==> src/rtl/minutes_hours_counter_pkg.sv <==
// Shared constants, mode encoding and 12-hour display helper for the minutes/hours stage.
// The helper is only used when TWELVE_HOUR_EN is defined.
package minutes_hours_counter_pkg;

    localparam int MIN_MAX  = 59;
    localparam int HOUR_MAX = 23;
    localparam int MIN_W    = 6;
    localparam int HOUR_W   = 5;

    typedef enum logic [1:0] {
        RUN   = 2'd0,
        SET_H = 2'd1,
        SET_M = 2'd2
    } mode_e;

    // Hour 0 reads as 12; afternoon hours fold back onto 1-11.
    function automatic logic [HOUR_W-1:0] to12Hour(input logic [HOUR_W-1:0] hour24);
        if (hour24 == HOUR_W'(0)) begin
            return HOUR_W'(12);
        end else if (hour24 > HOUR_W'(12)) begin
            return hour24 - HOUR_W'(12);
        end else begin
            return hour24;
        end
    endfunction

endpackage

==> src/rtl/minutes_hours_counter_mod_n_counter.sv <==
// Modulo-(MAX+1) counter with synchronous clear to INIT; wrap flags the MAX->0 step.
// Used once for minutes and once for hours.
module mod_n_counter
    import minutes_hours_counter_pkg::*;
#(
    parameter int WIDTH = MIN_W,
    parameter int MAX   = MIN_MAX,
    parameter int INIT  = 0
) (
    input  logic             clk,
    input  logic             rst,
    input  logic             inc,
    input  logic             clr,
    output logic [WIDTH-1:0] value,
    output logic             wrap
);

    localparam logic [WIDTH-1:0] MAX_V  = WIDTH'(MAX);
    localparam logic [WIDTH-1:0] INIT_V = WIDTH'(INIT);

    logic [WIDTH-1:0] value_q;
    logic [WIDTH-1:0] value_d;

    // Terminal value is tested before incrementing, so out-of-range codes never appear.
    always_comb begin
        value_d = value_q;
        if (clr) begin
            value_d = INIT_V;
        end else if (inc) begin
            value_d = (value_q == MAX_V) ? '0 : value_q + WIDTH'(1);
        end
    end

    always_ff @(posedge clk or negedge rst) begin
        if (!rst) begin
            value_q <= INIT_V;
        end else begin
            value_q <= value_d;
        end
    end

    assign value = value_q;
    assign wrap  = inc && !clr && (value_q == MAX_V);

endmodule

==> src/rtl/minutes_hours_counter.sv <==
// Minutes/hours stage of a clock with RUN / SET_H / SET_M modes.
// Define TWELVE_HOUR_EN for a 1-12 hour display with PM flag; default shows 0-23.
module minutes_hours_counter
    import minutes_hours_counter_pkg::*;
#(
    parameter int RESET_HOUR = 0
) (
    input  logic       clk,
    input  logic       rst,
    input  logic       reset,
    input  logic       sec_carry,
    input  logic       mode_btn,
    input  logic       inc_btn,
    output logic [5:0] minutes,
    output logic [4:0] hours,
    output logic       pm,
    output logic [1:0] mode,
    output logic       sec_hold,
    output logic       sec_clr,
    output logic       day_carry
);

    mode_e              mode_q;
    logic               secClr_q;
    logic               runTick;
    logic               setHInc;
    logic               setMInc;
    logic               minInc;
    logic               hourInc;
    logic               minWrap;
    logic               hourWrap;
    logic [MIN_W-1:0]   minVal;
    logic [HOUR_W-1:0]  hourVal;

    // mode_btn takes priority, so a simultaneous inc_btn is dropped.
    assign runTick = (mode_q == RUN) && sec_carry && !reset;
    assign setHInc = (mode_q == SET_H) && inc_btn && !mode_btn;
    assign setMInc = (mode_q == SET_M) && inc_btn && !mode_btn;
    assign minInc  = runTick || setMInc;
    assign hourInc = (runTick && minWrap) || setHInc;

    mod_n_counter #(
        .WIDTH (MIN_W),
        .MAX   (MIN_MAX),
        .INIT  (0)
    ) u_minutes (
        .clk   (clk),
        .rst   (rst),
        .inc   (minInc),
        .clr   (reset),
        .value (minVal),
        .wrap  (minWrap)
    );

    mod_n_counter #(
        .WIDTH (HOUR_W),
        .MAX   (HOUR_MAX),
        .INIT  (RESET_HOUR)
    ) u_hours (
        .clk   (clk),
        .rst   (rst),
        .inc   (hourInc),
        .clr   (reset),
        .value (hourVal),
        .wrap  (hourWrap)
    );

    // sec_clr restarts the seconds stage on the first cycle back in RUN.
    always_ff @(posedge clk or negedge rst) begin
        if (!rst) begin
            mode_q   <= RUN;
            secClr_q <= 1'b0;
        end else if (reset) begin
            mode_q   <= RUN;
            secClr_q <= 1'b0;
        end else begin
            secClr_q <= 1'b0;
            if (mode_btn) begin
                case (mode_q)
                    RUN:   mode_q <= SET_H;
                    SET_H: mode_q <= SET_M;
                    SET_M: begin
                        mode_q   <= RUN;
                        secClr_q <= 1'b1;
                    end
                    default: mode_q <= RUN;
                endcase
            end
        end
    end

    assign day_carry = runTick && hourWrap && rst;
    assign sec_hold  = (mode_q != RUN) && rst && !reset;
    assign sec_clr   = secClr_q;
    assign mode      = mode_q;
    assign minutes   = minVal;

`ifdef TWELVE_HOUR_EN
    assign hours = to12Hour(hourVal);
    assign pm    = (hourVal >= HOUR_W'(12));
`else
    assign hours = hourVal;
    assign pm    = 1'b0;
`endif

endmodule

==> config.mk <==
export PLATFORM = sky130hd
export DESIGN_NAME = minutes_hours_counter
export DESIGN_NICKNAME = d
export VERILOG_FILES = /design/src/rtl/minutes_hours_counter_pkg.sv /design/src/rtl/minutes_hours_counter_mod_n_counter.sv /design/src/rtl/minutes_hours_counter.sv
export SDC_FILE = /design/constraint.sdc
export NUM_CORES = 1
export LEC_CHECK = 0
export CAP_MARGIN = 10
export CELL_PAD_IN_SITES_DETAIL_PLACEMENT = 2
export CELL_PAD_IN_SITES_GLOBAL_PLACEMENT = 2
export CORE_MARGIN = 2
export CORE_UTILIZATION = 28
export CTS_CLUSTER_SIZE = 12
export DETAILED_ROUTE_END_ITERATION = 10
export PLACE_DENSITY = 0.81
export SYNTH_ARGS = -nofsm -noshare
export SYNTH_HDL_FRONTEND = slang
export SYNTH_HIERARCHICAL = 1
export SYNTH_SLANG_ARGS = --single-unit
==> constraint.sdc <==
create_clock -name clk -period 2.9 [get_ports clk]
set_input_delay 0.29 -clock clk [delete_from_list [all_inputs] [get_ports clk]]
set_output_delay 0.29 -clock clk [all_outputs]
set_load 0.1 [all_outputs]
==> After elaboration in Yosys (flattened, before gate mapping) <==
Index checks and enable logic that the tools add are counted.
{ "classes": {"n_eq_ne": 4, "addsub": 2, "reduce_logical": 24, "muxes": 12} }
{ "ops": {"columns": ["op", "count"], "rows": [
  ["6-bit 2-to-1 mux", 3],
  ["1-bit logical AND", 15],
  ["5-bit 2-to-1 mux", 3],
  ["2-bit nonzero test", 4],
  ["6-bit by 1-bit adder with 6-bit output (second input constant)", 1],
  ["6-bit == test (second input constant)", 1],
  ["5-bit by 1-bit adder with 5-bit output (second input constant)", 1],
  ["5-bit == test (second input constant)", 1],
  ["2-bit 2-to-1 mux", 2],
  ["2-bit one-hot mux with 2 select lines", 1],
  ["1-bit 2-to-1 mux", 3],
  ["2-bit by 1-bit == test with 1-bit output (second input constant)", 1],
  ["2-bit == test (second input constant)", 1],
  ["1-bit zero test", 2],
  ["2-bit zero test", 1],
  ["1-bit logical OR", 2]
]} }
{ "word_totals": {"wordCells": 46, "input_bits": 6, "out_inout_bits": 17, "reg_bits": 14} }

==> Depth between registers and ports, before layout <==
Gate-level depths: netlist of run 1.
{ "depth": {"ltp_word": 12, "mapped_depth": 11, "mapped_depth_nobuf": 10} }

==> Hierarchy <==
Netlist of run 1, hierarchy kept.
{ "by_module_without_submodules": {"columns": ["module", "seq_area_each_um2", "n_inst", "cells_per_inst", "area_per_inst_um2"], "rows": [
  ["mod_n_counter (u_minutes)", 150.1, 1, 37, 346.6],
  ["mod_n_counter (u_hours)", 125.1, 1, 24, 264.0],
  ["minutes_hours_counter", 75.1, 1, 22, 206.4]
]} }

==> Worst setup path after synthesis of run 1 <==
Ideal clock, no wire load.
{ "synth_path": {"path_type": "reg2out", "from": "register u_minutes.value_q[0] (netlist: u_minutes/value[0])", "to": "output port day_carry", "setup_slack_ns": -2.016, "path_buffers": 1, "required_ns": 2.610, "arrival_time_ns": 4.626, "path_stages_with_launch": 12, "path_cell_list": "dfrtp_1 > ha_1 > nand2b_1 > or2_1 > nor3b_1 > nand4bb_1 > a21oi_1 > buf_2 > nand4_1 > nor3_1 > nand4b_1 > nor3_1"} }
{ "synth_between": {"elab_chain_len": 8} }
{ "synth_rtl": {"columns": ["element", "line_no", "text"], "rows": [
  ["start: declaration", "minutes_hours_counter_mod_n_counter.sv:21", "logic [WIDTH-1:0] value_q;"],
  ["start signal: assignment", "minutes_hours_counter_mod_n_counter.sv:38", "value_q <= value_d;"],
  ["6-bit == test", "minutes_hours_counter_mod_n_counter.sv:43", "assign wrap = inc && !clr && (value_q == MAX_V);"],
  ["1-bit logical AND", "minutes_hours_counter_mod_n_counter.sv:43", null],
  ["net minWrap", "minutes_hours_counter.sv:30", "logic minWrap;"],
  ["1-bit logical AND", "minutes_hours_counter.sv:40", "assign hourInc = (runTick && minWrap) || setHInc;"],
  ["1-bit logical OR", "minutes_hours_counter.sv:40", null],
  ["net hourInc", "minutes_hours_counter.sv:29", "logic hourInc;"],
  ["1-bit logical AND (2 in a row)", "minutes_hours_counter_mod_n_counter.sv:43", null],
  ["net hourWrap", "minutes_hours_counter.sv:31", "logic hourWrap;"],
  ["1-bit logical AND (2 in a row)", "minutes_hours_counter.sv:92", "assign day_carry = runTick && hourWrap && rst;"],
  ["end: declaration", "minutes_hours_counter.sv:20", "output logic day_carry"]
]} }
The timed path passes the listed nets, and every way through them passes these cells.

==> Worst setup path in the final report of run 1 <==
{ "layout_path": {"from": "register u_minutes.value_q[1] (netlist: u_minutes/value[1])", "to": "output port day_carry"} }
Same word-level chain as after synthesis.

==> reports/summary.txt, run 1 <==
Area Overhead vs Synth - 49.5%
Crit. End Element - output port
Slew Limit Fails - 0
Total power - 0.475 mW
Gr ovfl total - 0
Synth Instances - 83
Synth Area in Adders - 0.0306
Die height - 58.0 um
Residual DRC count - 0
Reg-to-Reg Start - u_minutes/value[1]
Total CTS buffers - 3
Final core occ - 0.443
WS Path Type - flop to output port
Mux cell area share after synthesis - 0.0490
Routed WL per cell - 15.8 um
Leakage Power - 0.536 nW
Top_reg_cell synth - dfrtp_1
Critical path arrival - 2620 ps
Syn_area_per_cell - 9.84 um2
First-pass GRT wire length - 3900 um
Critical path startpoint - u_minutes/value[1]
Unrepaired setup endpoints after global routing - yes
Final hold vios - 0
Yosys top cell area share - 0.429
Pin count of the biggest net entering global routing - 23
Worst EP required - 2610 ps
Initial Util - 0.296
WP buf/inv - 1
Max VDD drop - 0.185 mV
Synth area leaders - dfrtp_1 43%, or3b_1 5.4%, mux2i_1 4.9%, a21oi_1 4.3%, nand2b_1 3.8%
Routed via count - 780
Total track usage - 0.153
Post-synthesis net count - 91
XOR/XNOR share of the synthesized area - 0.0107
Post-synthesis cell area - 817 um2
Post-route ant nets - 0
Number of global-route vias before repair - 791
CP Cell Sequence - ha_4 -> nand2b_1 -> or2_4 -> nor3b_4 -> nand4bb_1 -> a21oi_2 -> nand4_1 -> nor3_2 -> nand4b_1 -> nor3_4 -> buf_12
CTS tree - done
Violated checks - negative setup slack
CTS Hold Buffers Added - 0
Hpwl dp - 1630 um
Post-synthesis compound-gate area fraction - 0.112
I/O Buffers - 21
Fmax - 0.344 GHz
Final Cycle Share - 1.00
Final #Nets - 125
Netlist cell types - 32
Cell Area, Placed - 1100 um2
RePlAce Congestion - 0.705
Layout cell share with drive strength beyond 1 - 0.405
CP startpoint kind - flop
Via density - 5.31
Seq/Total Area, Yosys - 0.429
CP delay by family, top - simple AND/OR/NAND/NOR gates
Critical path fanouts, max - 4
Clock-pin slew on the worst setup and hold paths - 100 ps
List of most frequent post-synthesis cells - 14 x dfrtp_1, 7 x a21oi_1, 5 x nand2b_1, 5 x nor2_1, 5 x or3b_1
Clk buf depth - 2
Fin worst setup slack - -6.59 ps
Final setup violation count - 1
Outcome - complete, but fails checks
Starting DRT DRC Count - 19
Synth Area in Simple Gates - 0.338
Cell area after layout - 1220 um2
PwrDens - 389 nW/um2
#FFs+latches synth - 14
N_diodes - 0
Largest area contributor in the netlist - dfrtp_1
Post-synth EDFFs - 0
H-tree levels - 1
CTS root buffer - clkbuf_4
HP Class - primary input to asynchronous set/reset pin
CP peak stage delay - 420 ps
Number of fill cells in the layout - 306
Io pins - 23
Min Tclk post-route - 2910 ps
Fraction of registers with async set/reset - 1.00
Leading cell type by number of instances after synthesis - dfrtp_1
Die Area - 3370 um2
Final Skew - 9.56 ps
Slowest cell on the critical path - dfrtp_2
Row count - 19
Largest family of logic cells by synthesized area - simple AND/OR/NAND/NOR gates
Core ar. - 2760 um2
Clk Latency, worst-skew pair - 280 ps
Initial antenna violation count - 0
Setup TNS - -6.59 ps
Maximum Capacitance Violations - 0
Clk sinks - 14
DRT Pass-1 Iters - 4
Final WL - 2320 um
Worst hold margin - 424 ps
YS warnings - 6
Die W - 58.0 um
-- routing by layer --
metal / part of all wire / vias to the layer above / global-route usage
met5: 0 / - / 0
met4: 0 / 0 / 0.0498
met3: 0.048 / 0 / 0.0246
met2: 0.52 / 18 / 0.258
met1: 0.43 / 391 / 0.199
li1: - / 371 / -
-- cells by family after synthesis --
kind of cell	count (synthesis)
muxes	4
adders and majority gates	2
buffers and inverters	4
and+or+nand+nor	43
DFF	14
other	1
xor gates and xnor gates	1
AOI/OAI and AO/OA	14
-- power breakdown --
| part | switching (mW) | leakage (nW) | internal (mW) |
|---|---|---|---|
| logic | 0.0830 | 0.328 | 0.0390 |
| registers | 0.00670 | 0.187 | 0.201 |
| clock network | 0.0692 | 0.0210 | 0.0763 |
| total | 0.159 | 0.536 | 0.316 |
-- metrics by stage --
stage	setup slack, ps	cells
4_1_cts	4.07	142
3_3_place_gp	-46.9	138
6_report	-6.59	147
5_1_grt	-227	147
3_5_place_dp	-93.4	138
2_1_floorplan	-675	83
-- worst paths after layout --
check	end	slack, ps	depth (start not counted)
max	day_carry	-7	11
min	u_minutes/value[4]	420	2
max reg2reg	u_hours/value[3]	910	9
min reg2reg	u_hours/value[1]	610	2
max in group asynchronous	mode[1]	2280	2
min in group clk	u_minutes/value[5]	500	3
-- placed cells by master, fill, tap and decap left out, drive strengths merged, types with 2 or more instances in the layout --
cell type and count:
clkdlybuf4s50 3, buf 28, or3b 5, nor2 5, nand3b 4, nand2 4, nor3 2, dfrtp 14
or2 2, a21oi 7, nor3b 3, dlymetal6s2s 2, nand4 3, a31oi 2, ha 2, clkbuf 4
nand3 5, nand2b 5, mux2i 4
-- flip-flops by register name, indices dropped and copies added, names as in the netlist --
name and cells:
mode 2, sec_clr 1, u_hours/value 5, u_minutes/value 6
-- final cells by class --
cell class / instances / area [um2] / area share
multi-input cells: 65 / 500 / 0.410
clock buffers: 4 / 36.3 / 0.0297
well taps: 31 / 38.8 / 0.0318
repair buffers: 33 / 290 / 0.238
flip-flops and latches: 14 / 355 / 0.291
-- timing repair --
item | 4_1_cts | 5_1_grt
endpoints found under the setup margin | 1 | 1
pin swaps | 2 | 9
gates cloned | 0 | 0
resized for setup | 4 | 7
setup buffers | 0 | 5
Power figures use the tool's default switching activity.
==> inputs of run 2 (changes only) <==
Settings changed: CELL_PAD_IN_SITES_DETAIL_PLACEMENT 2 to 1, MAX_ROUTING_LAYER from default to met4, TNS_END_PERCENT from default to 10.
==> run 2 against run 1 <==
Compared with the run above: the flow now finishes without violations; power decreased by 6.3%; clock power decreased by 19%; global-route usage decreased by 0.68 points; final cell count decreased by 0.68%; combinational power about the same; sequential power about the same; critical path depth decreased by 1; clock skew decreased by 6.7 ps; register-to-register slack got worse by 20 ps; wire length decreased by 6.3%; fmax increased by 2.0%; sequential share of layout area increased by 0.39 points; largest cell class unchanged.
==> reports/summary.txt, run 2 (synthesis results as in run 1) <==
Starting DRT DRC Count - 6 (-13)
Slew Limit Fails - 0 (unchanged)
Core ar. - 2760 um2 (unchanged)
Die Area - 3370 um2 (unchanged)
Met1 GRT Util - 0.202 (+0.00336)
Leakage Power - 0.516 nW (-3.8%)
Initial antenna violation count - 0 (unchanged)
Unrepaired setup endpoints after global routing - yes
Fmax - 0.351 GHz (+2.0%)
Final #Nets - 124 (-0.80%)
Most common cell after layout, fill and taps aside - buf_4
Largest register FFs - 6 (unchanged)
Max VDD drop - 0.193 mV (+4.3%)
WS Path Type - flop to output port
Worst EP required - 2610 ps (about the same)
Critical path startpoint - mode[1]
HP Class - primary input to asynchronous set/reset pin
Critical path fanouts, max - 2 (-2)
Maximum Capacitance Violations - 0 (unchanged)
Die W - 58.0 um (unchanged)
First-pass GRT wire length - 3640 um (-6.5%)
R2r worst-path depth - 9 (unchanged)
Total track usage - 0.146 (-0.00678)
Clk buf depth - 2 (unchanged)
Via density - 5.17 (-2.5%)
CTS Hold Buffers Added - 0 (unchanged)
Hpwl dp - 1480 um (-9.2%)
Final WL - 2170 um (-6.3%)
Clk Latency, worst-skew pair - 280 ps (about the same)
Routed WL per cell - 14.9 um (-5.7%)
CTS tree - done
CTS root buffer - clkbuf_4
Number of global-route vias before repair - 781 (-1.3%)
Critical path arrival - 2560 ps (-60 ps)
Clk sinks - 14 (unchanged)
I/O Buffers - 21 (unchanged)
Reg-to-Reg Start - mode[1]
Final core occ - 0.437 (-0.00590)
Gr ovfl total - 0 (unchanged)
Area Overhead vs Synth - 47.5%
RePlAce Congestion - 0.713 (+1.1%)
Row count - 19 (unchanged)
Grt peak-use layer - met2
R2R Path End - u_hours/value[3]
DRT Pass-1 Iters - 4 (unchanged)
Final Skew - 2.83 ps (-6.73 ps)
H-tree levels - 1 (unchanged)
Pin count of the biggest net entering global routing - 23 (unchanged)
Die height - 58.0 um (unchanged)
Final setup violation count - 0 (-1)
N_diodes - 0 (unchanged)
Pre-CTS setup slack - -97.8 ps (-4.34 ps)
Residual DRC count - 0 (unchanged)
Total CTS buffers - 3 (unchanged)
Io pins - 23 (unchanged)
Layout cell share with drive strength beyond 1 - 0.400 (-0.00517)
Met2 usage - 0.218 (-0.0406)
Crit. End Element - output port
Post-route ant nets - 0 (unchanged)
R2R setup slack - 890 ps (-20 ps)
Fin worst setup slack - 50.6 ps (+57.2 ps)
PwrDens - 369 nW/um2 (-5.1%)
CP startpoint kind - flop
Final Cycle Share - 0.983 (-0.0197)
Clock-pin slew on the worst setup and hold paths - 90 ps (about the same)
Crit path to - day_carry
Number of fill cells in the layout - 318 (+3.9%)
Final hold vios - 0 (unchanged)
Met3 usage - 0.0223 (-0.00223)
Outcome - completed
Most frequent cells in the layout - 25 x buf_4, 10 x dfrtp_1, 5 x nor2_1, 5 x a21oi_1
Initial Util - 0.296 (unchanged)
Min Tclk post-route - 2850 ps (-57.2 ps)
Routed via count - 755 (-3.2%)
==> run 2: area by class of cell <==
class                   instances  area (um2)  area share
flip-flops and latches         14         355       0.295
repair buffers                 32         283       0.235
well taps                      31        38.8      0.0322
clock buffers                   4        26.3      0.0218
multi-input cells              65         502       0.416
==> run 2: repair_timing <==
item	in CTS	in global routing
pin swaps	2	10
setup buffers	0	4
gates cloned	0	0
endpoints found under the hold margin	0	0
resized for setup	3	8
setup endpoints to repair	1	1
==> run 2: where the power goes <==
group | switching [mW] | internal (mW)
registers | 0.00732 | 0.201
clock network | 0.0645 | 0.0533
logic | 0.0821 | 0.0368
==> run 2: stage by stage <==
step,cells,power [mW],hold slack (ps),area [um2],TNS [ps]
finish,146,0.445,481,1200,0
global route,146,0.468,464,1200,-181
CTS,142,0.451,433,1140,0
detailed placement,138,0.326,574,1100,-97.8
global placement,138,0.324,560,1100,-46.9
floorplan,83,0.287,-5.59,837,-675
==> run 2: how the worst min path moves through the flow <==
stage	startpoint	end	slack (ps)	cells after the start
final	rst	u_minutes/value[2]	480	2
after floorplan	rst	mode[0]	-6	0
after global placement	u_minutes/value[1]	u_minutes/value[1]	560	2
after CTS	rst	u_minutes/value[2]	430	2
after global routing	rst	u_minutes/value[2]	460	2
after detailed placement	u_minutes/value[1]	u_minutes/value[1]	570	2
==> run 2: critical path, stage by stage (launching register included) <==
cell and delay [ps]:
dfrtp_2 410, or3b_4 370, a21oi_2 140, nor3b_2 170
nand4bb_1 130, a21oi_2 170, nand4_1 120, nor3_2 180
nand4b_1 160, nor3_4 230, buf_12 200
==> run 2: metal layers <==
| metal | wire, um | vias up |
|---|---|---|
| li1 | - | 371 |
| met1 | 1070 | 366 |
| met2 | 1000 | 18 |
| met3 | 97 | 0 |
| met4 | 0 | 0 |
| met5 | 0 | - |
